`config.mk`:
```
export PLATFORM = sky130hd
export DESIGN_NAME = main_control_fsm_flat
export DESIGN_NICKNAME = d
export VERILOG_FILES = /design/src/rtl/mips_ctrl_pkg.sv /design/src/rtl/main_control_fsm_if.sv /design/src/rtl/main_control_fsm.sv /design/src/flat_wrapper.sv
export SDC_FILE = /design/constraint.sdc
export NUM_CORES = 1
export LEC_CHECK = 0
export ABC_AREA = 1
export BUFFER_PORTS_ARGS = -buffer_cell sky130_fd_sc_hd__buf_2
export CAP_MARGIN = 20
export CORE_AREA = 2 2 39 41
export CTS_CLUSTER_SIZE = 24
export DETAILED_ROUTE_END_ITERATION = 7
export DIE_AREA = 0 0 41 43
export PLACE_DENSITY_LB_ADDON = 0.05
export SYNTH_ARGS = -nofsm -noshare
export SYNTH_HDL_FRONTEND = slang
export SYNTH_SLANG_ARGS = --single-unit
export TNS_END_PERCENT = 30
```
`constraint.sdc`:
```
create_clock -name clk -period 1.55 [get_ports clk]
set_clock_uncertainty 0.2 [all_clocks]
set_input_delay 0.31 -clock clk [delete_from_list [all_inputs] [get_ports clk]]
set_output_delay 0.31 -clock clk [all_outputs]
set_load 0.01 [all_outputs]
```
`src/rtl/mips_ctrl_pkg.sv`:
```
// Shared encodings for the multicycle MIPS control blocks: state codes, opcodes, ALU op codes.
package mips_ctrl_pkg;

  typedef enum logic [3:0] {
    ST_FETCH     = 4'd0,
    ST_DECODE    = 4'd1,
    ST_MEM_ADDR  = 4'd2,
    ST_MEM_READ  = 4'd3,
    ST_MEM_WB    = 4'd4,
    ST_MEM_WRITE = 4'd5,
    ST_R_EXEC    = 4'd6,
    ST_R_WB      = 4'd7,
    ST_BRANCH    = 4'd8,
    ST_JUMP      = 4'd9,
    ST_I_EXEC    = 4'd10,
    ST_I_WB      = 4'd11
  } ctrl_state_t;

  localparam logic [5:0] OP_RTYPE = 6'b000000;
  localparam logic [5:0] OP_LW    = 6'b100011;
  localparam logic [5:0] OP_SW    = 6'b101011;
  localparam logic [5:0] OP_BEQ   = 6'b000100;
  localparam logic [5:0] OP_J     = 6'b000010;
  localparam logic [5:0] OP_ADDI  = 6'b001000;

  localparam logic [1:0] ALU_ADD   = 2'b00;
  localparam logic [1:0] ALU_SUB   = 2'b01;
  localparam logic [1:0] ALU_FUNCT = 2'b10;

endpackage

```
`src/rtl/main_control_fsm_if.sv`:
```
// Control bundle between the main control FSM (master) and the multicycle datapath (slave).
interface main_control_fsm_if;
  logic [5:0] op;
  logic       mem_ready;
  logic       pc_write;
  logic       pc_write_cond;
  logic       i_or_d;
  logic       mem_read;
  logic       mem_write;
  logic       mem_to_reg;
  logic       ir_write;
  logic       alu_src_a;
  logic       reg_write;
  logic       reg_dst;
  logic [1:0] pc_source;
  logic [1:0] alu_src_b;
  logic [1:0] alu_op;
  logic       illegal_op;

  modport master (
    input  op, mem_ready,
    output pc_write, pc_write_cond, i_or_d, mem_read, mem_write, mem_to_reg,
           ir_write, alu_src_a, reg_write, reg_dst, pc_source, alu_src_b,
           alu_op, illegal_op
  );

  modport slave (
    output op, mem_ready,
    input  pc_write, pc_write_cond, i_or_d, mem_read, mem_write, mem_to_reg,
           ir_write, alu_src_a, reg_write, reg_dst, pc_source, alu_src_b,
           alu_op, illegal_op
  );
endinterface

```
`src/rtl/main_control_fsm.sv`:
```
// Multicycle MIPS main control FSM; addi support when MAIN_CONTROL_ADDI_EN is defined.
// Latency (mem_ready=1): lw 5, sw/R/addi 4, beq/j 3 cycles.
// Stalls in FETCH, MEM_READ and MEM_WRITE until mem_ready; write enables held low during rst.
module main_control_fsm
  import mips_ctrl_pkg::*;
(
  input logic                clk,
  input logic                rst,
  main_control_fsm_if.master bus
);

  ctrl_state_t state, state_nxt;
  logic        illegal_q;
  logic        dec_illegal;

  always_ff @(posedge clk) begin
    if (rst) begin
      state     <= ST_FETCH;
      illegal_q <= 1'b0;
    end else begin
      state <= state_nxt;
      if (dec_illegal) illegal_q <= 1'b1;
    end
  end

  always_comb begin
    state_nxt         = state;
    dec_illegal       = 1'b0;
    bus.pc_write      = 1'b0;
    bus.pc_write_cond = 1'b0;
    bus.i_or_d        = 1'b0;
    bus.mem_read      = 1'b0;
    bus.mem_write     = 1'b0;
    bus.mem_to_reg    = 1'b0;
    bus.ir_write      = 1'b0;
    bus.alu_src_a     = 1'b0;
    bus.reg_write     = 1'b0;
    bus.reg_dst       = 1'b0;
    bus.pc_source     = 2'b00;
    bus.alu_src_b     = 2'b00;
    bus.alu_op        = ALU_ADD;

    case (state)
      ST_FETCH: begin
        // PC+4 and IR load happen only on the cycle memory delivers the word
        bus.mem_read  = 1'b1;
        bus.alu_src_b = 2'b01;
        bus.ir_write  = bus.mem_ready;
        bus.pc_write  = bus.mem_ready;
        if (bus.mem_ready) state_nxt = ST_DECODE;
      end
      ST_DECODE: begin
        bus.alu_src_b = 2'b11;
        case (bus.op)
          OP_LW, OP_SW: state_nxt = ST_MEM_ADDR;
          OP_RTYPE:     state_nxt = ST_R_EXEC;
          OP_BEQ:       state_nxt = ST_BRANCH;
          OP_J:         state_nxt = ST_JUMP;
`ifdef MAIN_CONTROL_ADDI_EN
          OP_ADDI:      state_nxt = ST_I_EXEC;
`endif
          default: begin
            state_nxt   = ST_FETCH;
            dec_illegal = 1'b1;
          end
        endcase
      end
      ST_MEM_ADDR: begin
        bus.alu_src_a = 1'b1;
        bus.alu_src_b = 2'b10;
        state_nxt     = (bus.op == OP_SW) ? ST_MEM_WRITE : ST_MEM_READ;
      end
      ST_MEM_READ: begin
        bus.mem_read = 1'b1;
        bus.i_or_d   = 1'b1;
        if (bus.mem_ready) state_nxt = ST_MEM_WB;
      end
      ST_MEM_WB: begin
        bus.reg_write  = 1'b1;
        bus.mem_to_reg = 1'b1;
        state_nxt      = ST_FETCH;
      end
      ST_MEM_WRITE: begin
        bus.mem_write = 1'b1;
        bus.i_or_d    = 1'b1;
        if (bus.mem_ready) state_nxt = ST_FETCH;
      end
      ST_R_EXEC: begin
        bus.alu_src_a = 1'b1;
        bus.alu_op    = ALU_FUNCT;
        state_nxt     = ST_R_WB;
      end
      ST_R_WB: begin
        bus.reg_write = 1'b1;
        bus.reg_dst   = 1'b1;
        state_nxt     = ST_FETCH;
      end
      ST_BRANCH: begin
        bus.alu_src_a     = 1'b1;
        bus.alu_op        = ALU_SUB;
        bus.pc_write_cond = 1'b1;
        bus.pc_source     = 2'b01;
        state_nxt         = ST_FETCH;
      end
      ST_JUMP: begin
        bus.pc_write  = 1'b1;
        bus.pc_source = 2'b10;
        state_nxt     = ST_FETCH;
      end
`ifdef MAIN_CONTROL_ADDI_EN
      ST_I_EXEC: begin
        bus.alu_src_a = 1'b1;
        bus.alu_src_b = 2'b10;
        state_nxt     = ST_I_WB;
      end
      ST_I_WB: begin
        bus.reg_write = 1'b1;
        state_nxt     = ST_FETCH;
      end
`endif
      default: state_nxt = ST_FETCH;
    endcase

    // Reset is synchronous, so the old state is still visible this cycle; suppress its writes
    if (rst) begin
      bus.pc_write      = 1'b0;
      bus.pc_write_cond = 1'b0;
      bus.ir_write      = 1'b0;
      bus.mem_write     = 1'b0;
      bus.reg_write     = 1'b0;
    end
  end

  assign bus.illegal_op = illegal_q & ~rst;

endmodule

```
`src/flat_wrapper.sv`:
```
// flat-port wrapper written by rule: the top's interface ports become plain ports
module main_control_fsm_flat import mips_ctrl_pkg::*;
  (clk, rst, bus_op, bus_mem_ready, bus_pc_write, bus_pc_write_cond, bus_i_or_d, bus_mem_read, bus_mem_write, bus_mem_to_reg, bus_ir_write, bus_alu_src_a, bus_reg_write, bus_reg_dst, bus_pc_source, bus_alu_src_b, bus_alu_op, bus_illegal_op);
  main_control_fsm_if bus_i ();
  input logic clk;
  input logic rst;
  input wire logic [$bits(bus_i.op)-1:0] bus_op;
  input wire logic [$bits(bus_i.mem_ready)-1:0] bus_mem_ready;
  output wire logic [$bits(bus_i.pc_write)-1:0] bus_pc_write;
  output wire logic [$bits(bus_i.pc_write_cond)-1:0] bus_pc_write_cond;
  output wire logic [$bits(bus_i.i_or_d)-1:0] bus_i_or_d;
  output wire logic [$bits(bus_i.mem_read)-1:0] bus_mem_read;
  output wire logic [$bits(bus_i.mem_write)-1:0] bus_mem_write;
  output wire logic [$bits(bus_i.mem_to_reg)-1:0] bus_mem_to_reg;
  output wire logic [$bits(bus_i.ir_write)-1:0] bus_ir_write;
  output wire logic [$bits(bus_i.alu_src_a)-1:0] bus_alu_src_a;
  output wire logic [$bits(bus_i.reg_write)-1:0] bus_reg_write;
  output wire logic [$bits(bus_i.reg_dst)-1:0] bus_reg_dst;
  output wire logic [$bits(bus_i.pc_source)-1:0] bus_pc_source;
  output wire logic [$bits(bus_i.alu_src_b)-1:0] bus_alu_src_b;
  output wire logic [$bits(bus_i.alu_op)-1:0] bus_alu_op;
  output wire logic [$bits(bus_i.illegal_op)-1:0] bus_illegal_op;
  assign bus_i.op = bus_op;
  assign bus_i.mem_ready = bus_mem_ready;
  assign bus_pc_write = bus_i.pc_write;
  assign bus_pc_write_cond = bus_i.pc_write_cond;
  assign bus_i_or_d = bus_i.i_or_d;
  assign bus_mem_read = bus_i.mem_read;
  assign bus_mem_write = bus_i.mem_write;
  assign bus_mem_to_reg = bus_i.mem_to_reg;
  assign bus_ir_write = bus_i.ir_write;
  assign bus_alu_src_a = bus_i.alu_src_a;
  assign bus_reg_write = bus_i.reg_write;
  assign bus_reg_dst = bus_i.reg_dst;
  assign bus_pc_source = bus_i.pc_source;
  assign bus_alu_src_b = bus_i.alu_src_b;
  assign bus_alu_op = bus_i.alu_op;
  assign bus_illegal_op = bus_i.illegal_op;
  main_control_fsm u_core (.clk(clk), .rst(rst), .bus(bus_i));
endmodule
```
==> Word level (Yosys, flattened, before mapping) <==
Index checks and enable logic that the tools add are counted.
{ "classes": {"n_bitwise": 2, "mux": 26, "eq_ne": 16, "n_reduce_logical": 9} }
{ "op_table": {"columns": ["op", "n"], "rows": [
  ["$pmux 4 s6", 1],
  ["$eq 4x3->1 const B", 4],
  ["$mux 1", 16],
  ["$pmux 4 s4", 1],
  ["$eq 6x6->1 const B", 2],
  ["$mux 4", 3],
  ["$eq 4x2->1 const B", 2],
  ["$eq 4x4->1 const B", 2],
  ["$pmux 2 s2", 2],
  ["$reduce_or 2->1", 4],
  ["$eq 6x2->1 const B", 1],
  ["$eq 6x3->1 const B", 1],
  ["$logic_not 6->1", 1],
  ["$ne 2x2->1 const B", 3],
  ["$pmux 2 s3", 1],
  ["$reduce_or 5->1", 1],
  ["$eq 4x1->1 const B", 1],
  ["$logic_not 4->1", 1],
  ["$mux 3", 1],
  ["$reduce_and 3->1", 1],
  ["$reduce_or 3->1", 1],
  ["$pmux 1 s2", 1],
  ["$and 1x1->1", 1],
  ["$not 1->1", 1]
]} }
{ "totals": {"ff_bits": 5, "wordCells": 55, "output_inout_bits": 17, "inputBits": 9} }

==> Depth between registers and ports, before layout <==
Gate-level depths: netlist (run 1).
{ "logic_depth": {"ltp_word": 4, "mapped_depth": 9} }

==> Worst setup path before layout (run 1) <==
No wires, ideal clock.
{ "synth_timing": {"path_type": "flip-flop to output port", "from": "register u_core.state[0]", "to": "output port bus_pc_write_cond", "stages_incl_launch_ff": 6, "slack_ns": -0.120, "arrival_ns": 1.160, "path_cell_list": "dfxtp_1 nor2_1 inv_1 nor3_1 inv_1 nor2_1"} }
{ "synth_via": {"elab_chain_cells": 3} }
{ "synth_rtl": {"columns": ["element", "line_no", "rtl"], "rows": [
  ["start: declaration", "main_control_fsm.sv:12", "ctrl_state_t state, state_nxt;"],
  ["start signal: assignment", "main_control_fsm.sv:21", "state <= state_nxt;"],
  ["$eq 4x4->1", "main_control_fsm.sv:43", "case (state)"],
  ["$mux 1", "main_control_fsm.sv:43", null],
  ["$mux 1", "main_control_fsm.sv:125", "if (rst) begin"],
  ["end: declaration", "flat_wrapper.sv:10", "output wire logic [$bits(bus_i.pc_write_cond)-1:0] bus_pc_write_cond;"]
]} }
No other way between the ends.

==> Worst setup path after layout (run 1) <==
{ "layout_timing": {"from": "register u_core.state[2]", "to": "output port bus_pc_write_cond"} }
The elaborated chain is that of the path after synthesis.

==> impl_summary.log, run 1 <==
[metrics] average footprint of a synthesized cell: 5.362 um2
[metrics] violated checks: negative setup slack
[metrics] post-placement cell count: 141
[metrics] share of flip-flops with an asynchronous set or reset after synthesis: 0%
[metrics] buffer levels on the longest clock path: 2
[metrics] Register-to-Register Path Depth: 8
[metrics] CTS Sinks: 5
[metrics] Yosys cell types: 18
[metrics] area fraction of the dominant cell type after synthesis: 19.05%
[metrics] commonest non-fill, non-tap cell in the layout: sky130_fd_sc_hd__buf_2
[metrics] number of buffers added by the clock tree synthesis step: 3
[metrics] die extent in x: 41 um
[metrics] unrepaired setup endpoints after global routing: true
[metrics] number of input and output port buffers inserted: 25
[metrics] number of global-route vias before repair: 589
[metrics] result of the run: finished with violations
[metrics] total count of max-transition violations in the final report: 0
[metrics] post-synth net total: 107
[metrics] Setup TNS Final: -1164 ps
[metrics] peak supply drop: 0.0004485 V
[metrics] number of hold-slack violations in the final timing report: 0
[metrics] via-per-instance ratio: 4.747
[metrics] global route overflow: 0
[metrics] number of instances on the worst hold path: 4
[metrics] leakage power: 0.4259 nW
[metrics] Critical Path Start: u_core.state[2]
[metrics] Placed Area: 690.7 um2
[metrics] highest attainable clock frequency: 0.5884 GHz
[metrics] Worst R2R Start: u_core.state[1]
[metrics] vias after detailed routing: 693
[metrics] global-route wire length before repair: 2.304 mm
[metrics] Initial Utilization: 37.97%
[metrics] min setup slack post-route: -149.5 ps
[metrics] worst setup slack for register-to-register paths: 180 ps
[metrics] met2 track demand over resource: 33.75%
[metrics] routability congestion estimate: 0.7527
[metrics] cell type with the highest aggregate area in the netlist: sky130_fd_sc_hd__dfxtp_1
[metrics] post-route ant nets: 0
[metrics] Routed wire per std cell: 9.623 um
[metrics] final worst path period share: 109.6%
[metrics] Area contributors post-synth: sky130_fd_sc_hd__dfxtp_1, sky130_fd_sc_hd__nand2_1, sky130_fd_sc_hd__nor2_1
[metrics] data arrival time of the critical path: 1190 ps
[metrics] Mapped Cells: 98
[metrics] met3 track utilization from global routing: 3.141%
[metrics] Worst Path Class, Setup: reg -> out
[metrics] most frequently used flop master after synthesis: sky130_fd_sc_hd__dfxtp_1
[metrics] count of pins on the block boundary: 26
[metrics] worst slew pin tran: 214.1 ps
[metrics] count of yosys warnings during synthesis: 0
[metrics] DRC violation count after routing: 0
[metrics] largest net degree at the start of global routing: 8
[metrics] area of all placed cells without fillers: 763.2 um2
[metrics] slowest cell on the critical path: sky130_fd_sc_hd__dfxtp_4
[metrics] FF+latch count, synth: 5
[metrics] combined global-route utilization of all metal layers: 19.01%
[metrics] clock tree from TritonCTS: yes
[metrics] total setup violations reported at the end of the flow: 13
[metrics] power per cell area: 569.9 mW/mm2
[metrics] wire length after detailed routing: 1.405 mm
[metrics] cells along the critical path: buf_6 -> nor3_2 -> inv_1 -> nor2_1 -> buf_2
[metrics] maximum fanout along the worst path: 6
[metrics] Die Outline Area: 0.001763 mm2
[metrics] met1 track demand over resource in global routing: 20.39%
[metrics] number of cell rows: 14
[metrics] worst min-delay path category: in -> reg
[metrics] CTS clock-pin slew for the worst setup and hold paths: 50 ps
[metrics] area growth from synthesis to final layout: 45.24%
[metrics] Syn Std Cell Area: 525.5 um2
[metrics] diode count: 0
[metrics] final critical-path required period: 1699 ps
[metrics] Die H: 43 um
[metrics] crit-path leading delay family: flip-flops
[metrics] DR iter-0 viols: 4
[metrics] Most Crowded Layer GR: met2
[metrics] maxcap violations: 0
[metrics] portion of the post-synthesis area used by sequential elements: 19.05%
[metrics] terminating pin of the worst hold path: u_core.state[0]
[metrics] placeable core area: 0.001384 mm2
[metrics] capture point of the worst reg-to-reg path: u_core.state[2]
[metrics] number of enable-type register cells in the synthesized netlist: 0
[metrics] antenna violations before repair: 0
[metrics] DP HPWL: 1.181 mm
[metrics] slowest cell delay on critical path: 370 ps
[metrics] commonest cells after routing, fill and taps aside: sky130_fd_sc_hd__buf_2, sky130_fd_sc_hd__nand2_1, sky130_fd_sc_hd__nor2_1
[metrics] source of the worst hold timing path: bus_mem_ready
[metrics] count of TritonRoute iterations in the first routing pass: 2
[metrics] Crit path buffers/inverters: 3
[metrics] Layout Cells excl Fill: 146
[metrics] Max H-tree Level: 1
[metrics] fraction of final layout cells sized beyond drive strength 1: 40.77%
[metrics] type of element capturing the critical path: output pin
[metrics] kind of start point of the critical path: register
[metrics] data required time at the worst endpoint: 1040 ps
[metrics] Slew headroom: 85.58%
[metrics] clock latency at the later pin of the worst-skew pair: 250 ps
[metrics] fin nets: 140
[metrics] master cell of the clock root buffer: sky130_fd_sc_hd__clkbuf_4
metal layers:
metal	share of wire (%)	up-vias	wire [um]
met5	0	-	0
met4	1.6	0	23
met3	5.6	2	79
met2	52	21	725
met1	41	298	577
li1	-	372	-
worst register-to-register path, delay by kind of cell, from the launching register on:
kind | cells | cell delay, ps
and+or+nand+nor | 5 | 400
buffers and inverters | 2 | 230
AOI/OAI and AO/OA | 1 | 100
DFF | 1 | 340
per-stage QoR:
stage | hold WS [ps] | power, W | worst slack (ps) | util, %
3_5_place_dp | 279.3 | 0.0002708 | 34.48 | 49.91
2_1_floorplan | 255.4 | 0.0002224 | -12.89 | -
4_1_cts | 184.6 | 0.0004414 | -163.2 | 54.16
6_report | 197.4 | 0.0004349 | -149.5 | 55.15
3_3_place_gp | 267.2 | 0.0002702 | 55.09 | 49.91
5_1_grt | 230.4 | 0.0004648 | -280.9 | 55.15
worst max-delay path by stage:
stage	endpoint	cells after the start	slack, ps
global route	bus_pc_write_cond	6	-280
CTS	bus_reg_write	6	-160
global placement	bus_pc_write_cond	6	60
detailed placement	bus_pc_write_cond	6	30
finish	bus_pc_write_cond	5	-150
floorplan	bus_pc_write	4	-10
timing repair:
| item | in CTS | in global routing |
|---|---|---|
| endpoints found under the setup margin | 16 | 16 |
| hold buffers | 0 | 0 |
| gates resized for setup | 10 | 7 |
| buffers inserted | 1 | 0 |
| pin swaps | 1 | 1 |
cell type report:
cell class                      instances  area, um2
Inverter                               17      66.31
Fill cell                             157      620.6
Multi-Input combinational cell         74      374.1
Tap cell                               16      20.02
Sequential cell                         5      110.1
Timing Repair Buffer                   30      166.4
Clock buffer                            4      26.28
cell families after synthesis:
group | Yosys count | share of synthesized area (%)
buffers and inverters | 19 | 15.48
and+or+nand+nor | 67 | 58.09
AOI/OAI and AO/OA | 7 | 7.381
DFF | 5 | 19.05
state kept, by name, indices dropped and copies added (netlist names):
register / flops
u_core.illegal_q: 1
u_core.state: 4
synthesized netlist by cell type, types with 2 or more instances:
master,n
sky130_fd_sc_hd__nand2_1,25
sky130_fd_sc_hd__nor2_1,22
sky130_fd_sc_hd__inv_1,14
sky130_fd_sc_hd__nand3_1,9
sky130_fd_sc_hd__dfxtp_1,5
sky130_fd_sc_hd__nand4_1,4
sky130_fd_sc_hd__a21oi_1,3
sky130_fd_sc_hd__nor3_1,3
sky130_fd_sc_hd__inv_2,2
sky130_fd_sc_hd__nor2_4,2
sky130_fd_sc_hd__o21ai_0,2
power by group:
part / total (W) / leakage [nW] / switching, W / internal (W)
clock network: 0.000160 / 0.0150 / 0.0000619 / 0.0000978
registers: 0.000146 / 0.0432 / 0.00000925 / 0.000136
logic: 0.000130 / 0.368 / 0.0000764 / 0.0000532
Power figures use the tool's default switching activity.
==> inputs of run 2 (changes only) <==
Settings changed: ABC_AREA 1 to default.
==> impl_summary.log, run 2 <==
[metrics] result of the run: finished with violations
[metrics] violated checks: negative setup slack
[metrics] cell type with the highest aggregate area in the netlist: sky130_fd_sc_hd__dfxtp_1
[metrics] total setup violations reported at the end of the flow: 17
[metrics] Area contributors post-synth: sky130_fd_sc_hd__dfxtp_1, sky130_fd_sc_hd__nor3_1, sky130_fd_sc_hd__nand2b_1
[metrics] Worst R2R Start: u_core.state[3]
[metrics] area fraction in and, or, nand and nor cells after synthesis: 43.49%
[metrics] diode count: 0
[metrics] Max H-tree Level: 1
[metrics] master cell of the clock root buffer: sky130_fd_sc_hd__clkbuf_4
[metrics] mux contribution to synthesized area: 0%
[metrics] worst setup slack for register-to-register paths: 0 ps
[metrics] count of yosys warnings during synthesis: 0
[metrics] register with the most flip-flops: u_core.state
[metrics] largest net degree at the start of global routing: 13
[metrics] CTS clock-pin slew for the worst setup and hold paths: 40 ps
[metrics] Yosys cell types: 30
[metrics] worst min-delay path category: in -> reg
[metrics] max FFs per register: 4
[metrics] DRC violation count after routing: 0
[metrics] DP HPWL: 1.155 mm
[metrics] Initial Utilization: 34.72%
[metrics] Die Outline Area: 0.001763 mm2
[metrics] count of TritonRoute iterations in the first routing pass: 4
[metrics] placeable core area: 0.001384 mm2
[metrics] data required time at the worst endpoint: 1040 ps
[metrics] leading registers by flop count: u_core.state: 4 flops, u_core.illegal_q: 1 flops
[metrics] Critical Path Start: u_core.state[3]
[metrics] data arrival time of the critical path: 1240 ps
[metrics] most frequently used flop master after synthesis: sky130_fd_sc_hd__dfxtp_1
[metrics] min setup slack post-route: -197.7 ps
[metrics] post-synth net total: 78
[metrics] fillcell total: 124
[metrics] fin nets: 126
[metrics] Post-Synth XOR/XNOR Area: 3.646%
[metrics] number of buffers added by the clock tree synthesis step: 3
[metrics] final worst path period share: 112.8%
[metrics] fraction of final layout cells sized beyond drive strength 1: 66.38%
[metrics] portion of the post-synthesis area used by sequential elements: 20.83%
[metrics] source of the worst hold timing path: bus_op[4]
[metrics] area growth from synthesis to final layout: 100.0%
[metrics] count of pins on the block boundary: 26
[metrics] Setup TNS Final: -1614 ps
[metrics] die extent in x: 41 um
[metrics] CTS Sinks: 5
[metrics] via-per-instance ratio: 5.409
[metrics] type of element capturing the critical path: output pin
[metrics] highest attainable clock frequency: 0.5722 GHz
[metrics] main combinational cell family by area after synthesis: simple AND/OR/NAND/NOR gates
[metrics] peak supply drop: 0.0005462 V
[metrics] Routed wire per std cell: 12.46 um
[metrics] clock latency at the later pin of the worst-skew pair: 250 ps
[metrics] number of global-route vias before repair: 629
[metrics] antenna violations before repair: 0
[metrics] buffer levels on the longest clock path: 2
[metrics] library cell with the highest instance count after synthesis: sky130_fd_sc_hd__nor3_1
[metrics] average footprint of a synthesized cell: 6.963 um2
[metrics] wire length after detailed routing: 1.645 mm
[metrics] total count of max-transition violations in the final report: 0
[metrics] FF+latch count, synth: 5
[metrics] number of hold-slack violations in the final timing report: 0
[metrics] Placed Area: 726.9 um2
[metrics] Slew headroom: 81.56%
[metrics] commonest cells after routing, fill and taps aside: sky130_fd_sc_hd__buf_2, sky130_fd_sc_hd__buf_4, sky130_fd_sc_hd__nor3_2
[metrics] worst slew pin tran: 273.7 ps
[metrics] area fraction of the dominant cell type after synthesis: 20.83%
[metrics] vias after detailed routing: 714
[metrics] maxcap violations: 0
[metrics] adder and majority gate portion of the synthesized area: 0%
[metrics] leakage power: 0.4245 nW
[metrics] kind of start point of the critical path: register
[metrics] Mapped Cells: 69
[metrics] area of all placed cells without fillers: 960.9 um2
[metrics] Syn Std Cell Area: 480.5 um2
[metrics] number of enable-type register cells in the synthesized netlist: 0
[metrics] leading cell types by count after synthesis: sky130_fd_sc_hd__nor3_1, sky130_fd_sc_hd__nor2_1, sky130_fd_sc_hd__nand2b_1, sky130_fd_sc_hd__dfxtp_1
[metrics] routability congestion estimate: 0.8086
[metrics] final critical-path required period: 1748 ps
[metrics] register area: 112.6 um2
[metrics] combined global-route utilization of all metal layers: 20.20%
[metrics] unrepaired setup endpoints after global routing: true
[metrics] clock tree from TritonCTS: yes
[metrics] Die H: 43 um
[metrics] global-route wire length before repair: 2.463 mm
[metrics] area fraction in compound gates after synthesis: 24.48%
[metrics] DR iter-0 viols: 6
[metrics] global route overflow: 0
[metrics] post-route ant nets: 0
[metrics] number of hold-repair buffers added at the cts stage: 0
[metrics] total area of multi-input combinational cells: 461.7 um2
[metrics] power per cell area: 450.8 mW/mm2
[metrics] maximum fanout along the worst path: 7
[metrics] number of cell rows: 14
[metrics] Worst Path Class, Setup: reg -> out
[metrics] commonest non-fill, non-tap cell in the layout: sky130_fd_sc_hd__buf_2
[metrics] number of input and output port buffers inserted: 25
[metrics] share of flip-flops with an asynchronous set or reset after synthesis: 0%
-- run 2: cell types whose count changed in the layout (fill, tap and decap cells not counted), sizes merged, moves of 4 or more --
cell	before	now
inv	17	2
nand3	10	0
nand2	26	1
nor3	3	11
nor2	24	8
buf	30	48
nor4	0	4
nand2b	0	7
nand4	4	0
-- run 2: timing repair --
action	CTS	global route
setup endpoints to repair	17	18
endpoints found under the hold margin	0	0
pin swaps	4	3
gates resized for setup	24	9
setup buffers	6	3
-- run 2: path summary, 6_finish.rpt --
kind | cells past startpoint | end
max | 3 | bus_ir_write
min | 3 | u_core.state[3]
max reg2reg | 4 | u_core.state[1]
min reg2reg | 2 | u_core.illegal_q
-- run 2: critical path, stage by stage (launching register included) --
cell	delay (ps)
sky130_fd_sc_hd__dfxtp_4	360
sky130_fd_sc_hd__or2_4	280
sky130_fd_sc_hd__nor4_4	190
sky130_fd_sc_hd__buf_2	160
-- run 2: where the power goes --
group | leakage, nW | internal (W) | total [W] | switching [W]
combinational | 0.366 | 0.0000688 | 0.000139 | 0.0000700
sequential | 0.0435 | 0.000132 | 0.000140 | 0.00000780
clock | 0.0150 | 0.0000975 | 0.000155 | 0.0000571
total | 0.424 | 0.000298 | 0.000433 | 0.000135
-- run 2: kinds of logic after synthesis --
kind of cell,Yosys count
flops,5
xor+xnor,2
buf+inv,7
simple gates,38
compound gates,17
-- run 2: area by class of cell --
class | count | share of cell area, %
multi-input combinational | 57 | 48.05
tap | 16 | 2.083
timing repair buffer | 48 | 34.64
inverter | 2 | 0.7812
sequential | 5 | 11.72
clock buffer | 4 | 2.734
-- run 2: stage by stage --
| step | worst slack [ps] | util [%] | std cells | total power, W | hold WS [ps] |
|---|---|---|---|---|---|
| after global routing | -316.3 | 69.44 | 132 | 0.0004639 | 193.0 |
| after CTS | -238.3 | 64.20 | 129 | 0.0004325 | 156.8 |
| after global placement | -136.9 | 52.53 | 119 | 0.0002591 | 373.2 |
| final | -197.7 | 69.44 | 132 | 0.0004332 | 166.8 |
| after detailed placement | -148.1 | 52.53 | 119 | 0.0002609 | 384.3 |
| after floorplan | -35.72 | - | 69 | 0.0002033 | 280.7 |
-- run 2: routing by layer --
layer,up-vias,share of wire (%),GRT usage (%)
met3,0,6.3,9.424
met5,-,0,0
met2,27,52,34.38
li1,352,-,-
met4,0,0,4.000
met1,335,42,21.61
==> inputs of run 3 (changes only) <==
Settings changed: ABC_AREA from default to 1, CELL_PAD_IN_SITES_DETAIL_PLACEMENT from default to 1, CELL_PAD_IN_SITES_GLOBAL_PLACEMENT from default to 2, CORE_AREA 2 2 39 41 to default, CORE_MARGIN from default to 2, CORE_UTILIZATION from default to 20, DIE_AREA 0 0 41 43 to default.
==> impl_summary.log, run 3 (synthesis results as in run 1) <==
[metrics] result of the run: finished with violations
[metrics] violated checks: negative setup slack
[metrics] via-per-instance ratio: 4.339
[metrics] slowest cell delay on critical path: 380 ps
[metrics] area of all placed cells without fillers: 855.8 um2
[metrics] kind of start point of the critical path: register
[metrics] commonest cells after routing, fill and taps aside: sky130_fd_sc_hd__buf_2, sky130_fd_sc_hd__nand2_1, sky130_fd_sc_hd__nor2_1
[metrics] fillcell total: 346
[metrics] data required time at the worst endpoint: 1040 ps
[metrics] number of hold-slack violations in the final timing report: 0
[metrics] buffer levels on the longest clock path: 2
[metrics] worst hold margin: 117.2 ps
[metrics] CTS clock-pin slew for the worst setup and hold paths: 50 ps
[metrics] total count of max-transition violations in the final report: 0
[metrics] maxcap violations: 0
[metrics] DR iter-0 viols: 8
[metrics] slowest cell on the critical path: sky130_fd_sc_hd__dfxtp_4
[metrics] CTS Sinks: 5
[metrics] antenna violations before repair: 0
[metrics] number of global-route vias before repair: 730
[metrics] Die H: 55.26 um
[metrics] Initial Utilization: 21.21%
[metrics] DRC violation count after routing: 0
[metrics] unrepaired setup endpoints after global routing: true
[metrics] Placed Area: 730.7 um2
[metrics] placeable core area: 0.002477 mm2
[metrics] total setup violations reported at the end of the flow: 13
[metrics] leading registers by flop count: u_core.state: 4 flops, u_core.illegal_q: 1 flops
[metrics] number of hold-repair buffers added at the cts stage: 0
[metrics] vias after detailed routing: 716
[metrics] highest attainable clock frequency: 0.5830 GHz
[metrics] total area of multi-input combinational cells: 400.4 um2
[metrics] clock tree from TritonCTS: yes
[metrics] DP HPWL: 1.503 mm
[metrics] register area: 112.6 um2
[metrics] Max H-tree Level: 1
[metrics] worst slew pin tran: 258.4 ps
[metrics] power per cell area: 523.5 mW/mm2
[metrics] max FFs per register: 4
[metrics] Worst Setup Slack post-DPL: -5.144 ps
[metrics] commonest non-fill, non-tap cell in the layout: sky130_fd_sc_hd__buf_2
[metrics] routability congestion estimate: 0.7380
[metrics] peak supply drop: 0.0003366 V
[metrics] worst min-delay path category: in -> reg
[metrics] number of buffers added by the clock tree synthesis step: 3
[metrics] post-route ant nets: 0
[metrics] Slew headroom: 82.59%
[metrics] fraction of final layout cells sized beyond drive strength 1: 45.19%
[metrics] diode count: 0
[metrics] data arrival time of the critical path: 1210 ps
[metrics] register with the most flip-flops: u_core.state
[metrics] master cell of the clock root buffer: sky130_fd_sc_hd__clkbuf_4
[metrics] combined global-route utilization of all metal layers: 12.68%
[metrics] final critical-path required period: 1715 ps
[metrics] clock latency at the later pin of the worst-skew pair: 240 ps
[metrics] leakage power: 0.4552 nW
[metrics] Die Outline Area: 0.003054 mm2
[metrics] fin nets: 145
[metrics] wire length after detailed routing: 1.801 mm
[metrics] global route overflow: 0
[metrics] count of pins on the block boundary: 26
[metrics] number of cell rows: 18
[metrics] type of element capturing the critical path: output pin
[metrics] largest net degree at the start of global routing: 8
[metrics] Worst Path Class, Setup: reg -> out
[metrics] min setup slack post-route: -165.3 ps
[metrics] cells along the critical path: buf_6 -> nor3_4 -> inv_2 -> nor2_1 -> buf_2
[metrics] Routed wire per std cell: 10.92 um
[metrics] number of input and output port buffers inserted: 25
[metrics] maximum fanout along the worst path: 7
[metrics] area growth from synthesis to final layout: 62.86%
[metrics] final worst path period share: 110.7%
[metrics] final core utilization: 34.55%
[metrics] global-route wire length before repair: 3.105 mm
[metrics] die extent in x: 55.26 um
[metrics] count of TritonRoute iterations in the first routing pass: 4
[run 3: cell types whose count changed in the layout (fill, tap and decap cells not counted), sizes merged, moves of 2 or more]
cell,change
nor3,-8
o21ai,-2
nand3,+10
inv,+14
nand2b,-7
nor4,-4
nand2,+25
xnor2,-2
or3,-3
nand4,+4
buf,-13
nor2,+16
[run 3: final cells by class]
class / instances / share of cell area [%]
clock buffer: 4 / 3.070
inverter: 17 / 8.041
multi-input combinational: 74 / 46.78
sequential: 5 / 13.16
tap: 30 / 4.386
timing repair buffer: 35 / 24.56
[run 3: worst max-delay path, delay by kind of cell, from the launching register on]
kind          cells  cell delay [ps]
flops             1              380
buf+inv           3              310
simple gates      2              270
[run 3: report_power, final]
part,total [W],internal (W),switching [W],leakage (nW)
combinational,0.000153,0.0000656,0.0000869,0.397
sequential,0.000144,0.000135,0.00000947,0.0435
clock,0.000151,0.0000974,0.0000539,0.0150
total,0.000448,0.000298,0.000150,0.455
[run 3: metal layers]
metal / share of wire [%] / GRT usage [%] / vias up
met5: 0 / 0 / -
met4: 0.50 / 6.272 / 0
met3: 3.6 / 2.576 / 2
met2: 54 / 22.62 / 13
met1: 42 / 14.12 / 320
li1: - / - / 381
[run 3: stage by stage]
stage                     total power, W  setup TNS (ps)  instances
final                          0.0004481           -1369        165
after detailed placement       0.0002823          -5.144        158
after global placement         0.0002814               0        158
after global routing           0.0004931           -2576        165
after CTS                      0.0004520           -1438        163
after floorplan                0.0002224          -12.89         98
[run 3: worst paths after layout]
| path | startpoint | end | slack (ps) | cells after the start |
|---|---|---|---|---|
| worst max register to register | u_core.state[3] | u_core.state[0] | 170 | 8 |
| worst max-delay path | u_core.state[2] | bus_pc_write_cond | -170 | 5 |
| worst min-delay path | rst | u_core.state[2] | 120 | 2 |
| worst min register to register | u_core.illegal_q | u_core.illegal_q | 290 | 2 |
[run 3: what timing repair did]
item / CTS / global route
endpoints found under the setup margin: 16 / 16
buffers inserted: 1 / 2
hold endpoints to repair: 0 / 0
pin swaps: 3 / 2
gates resized for setup: 15 / 14
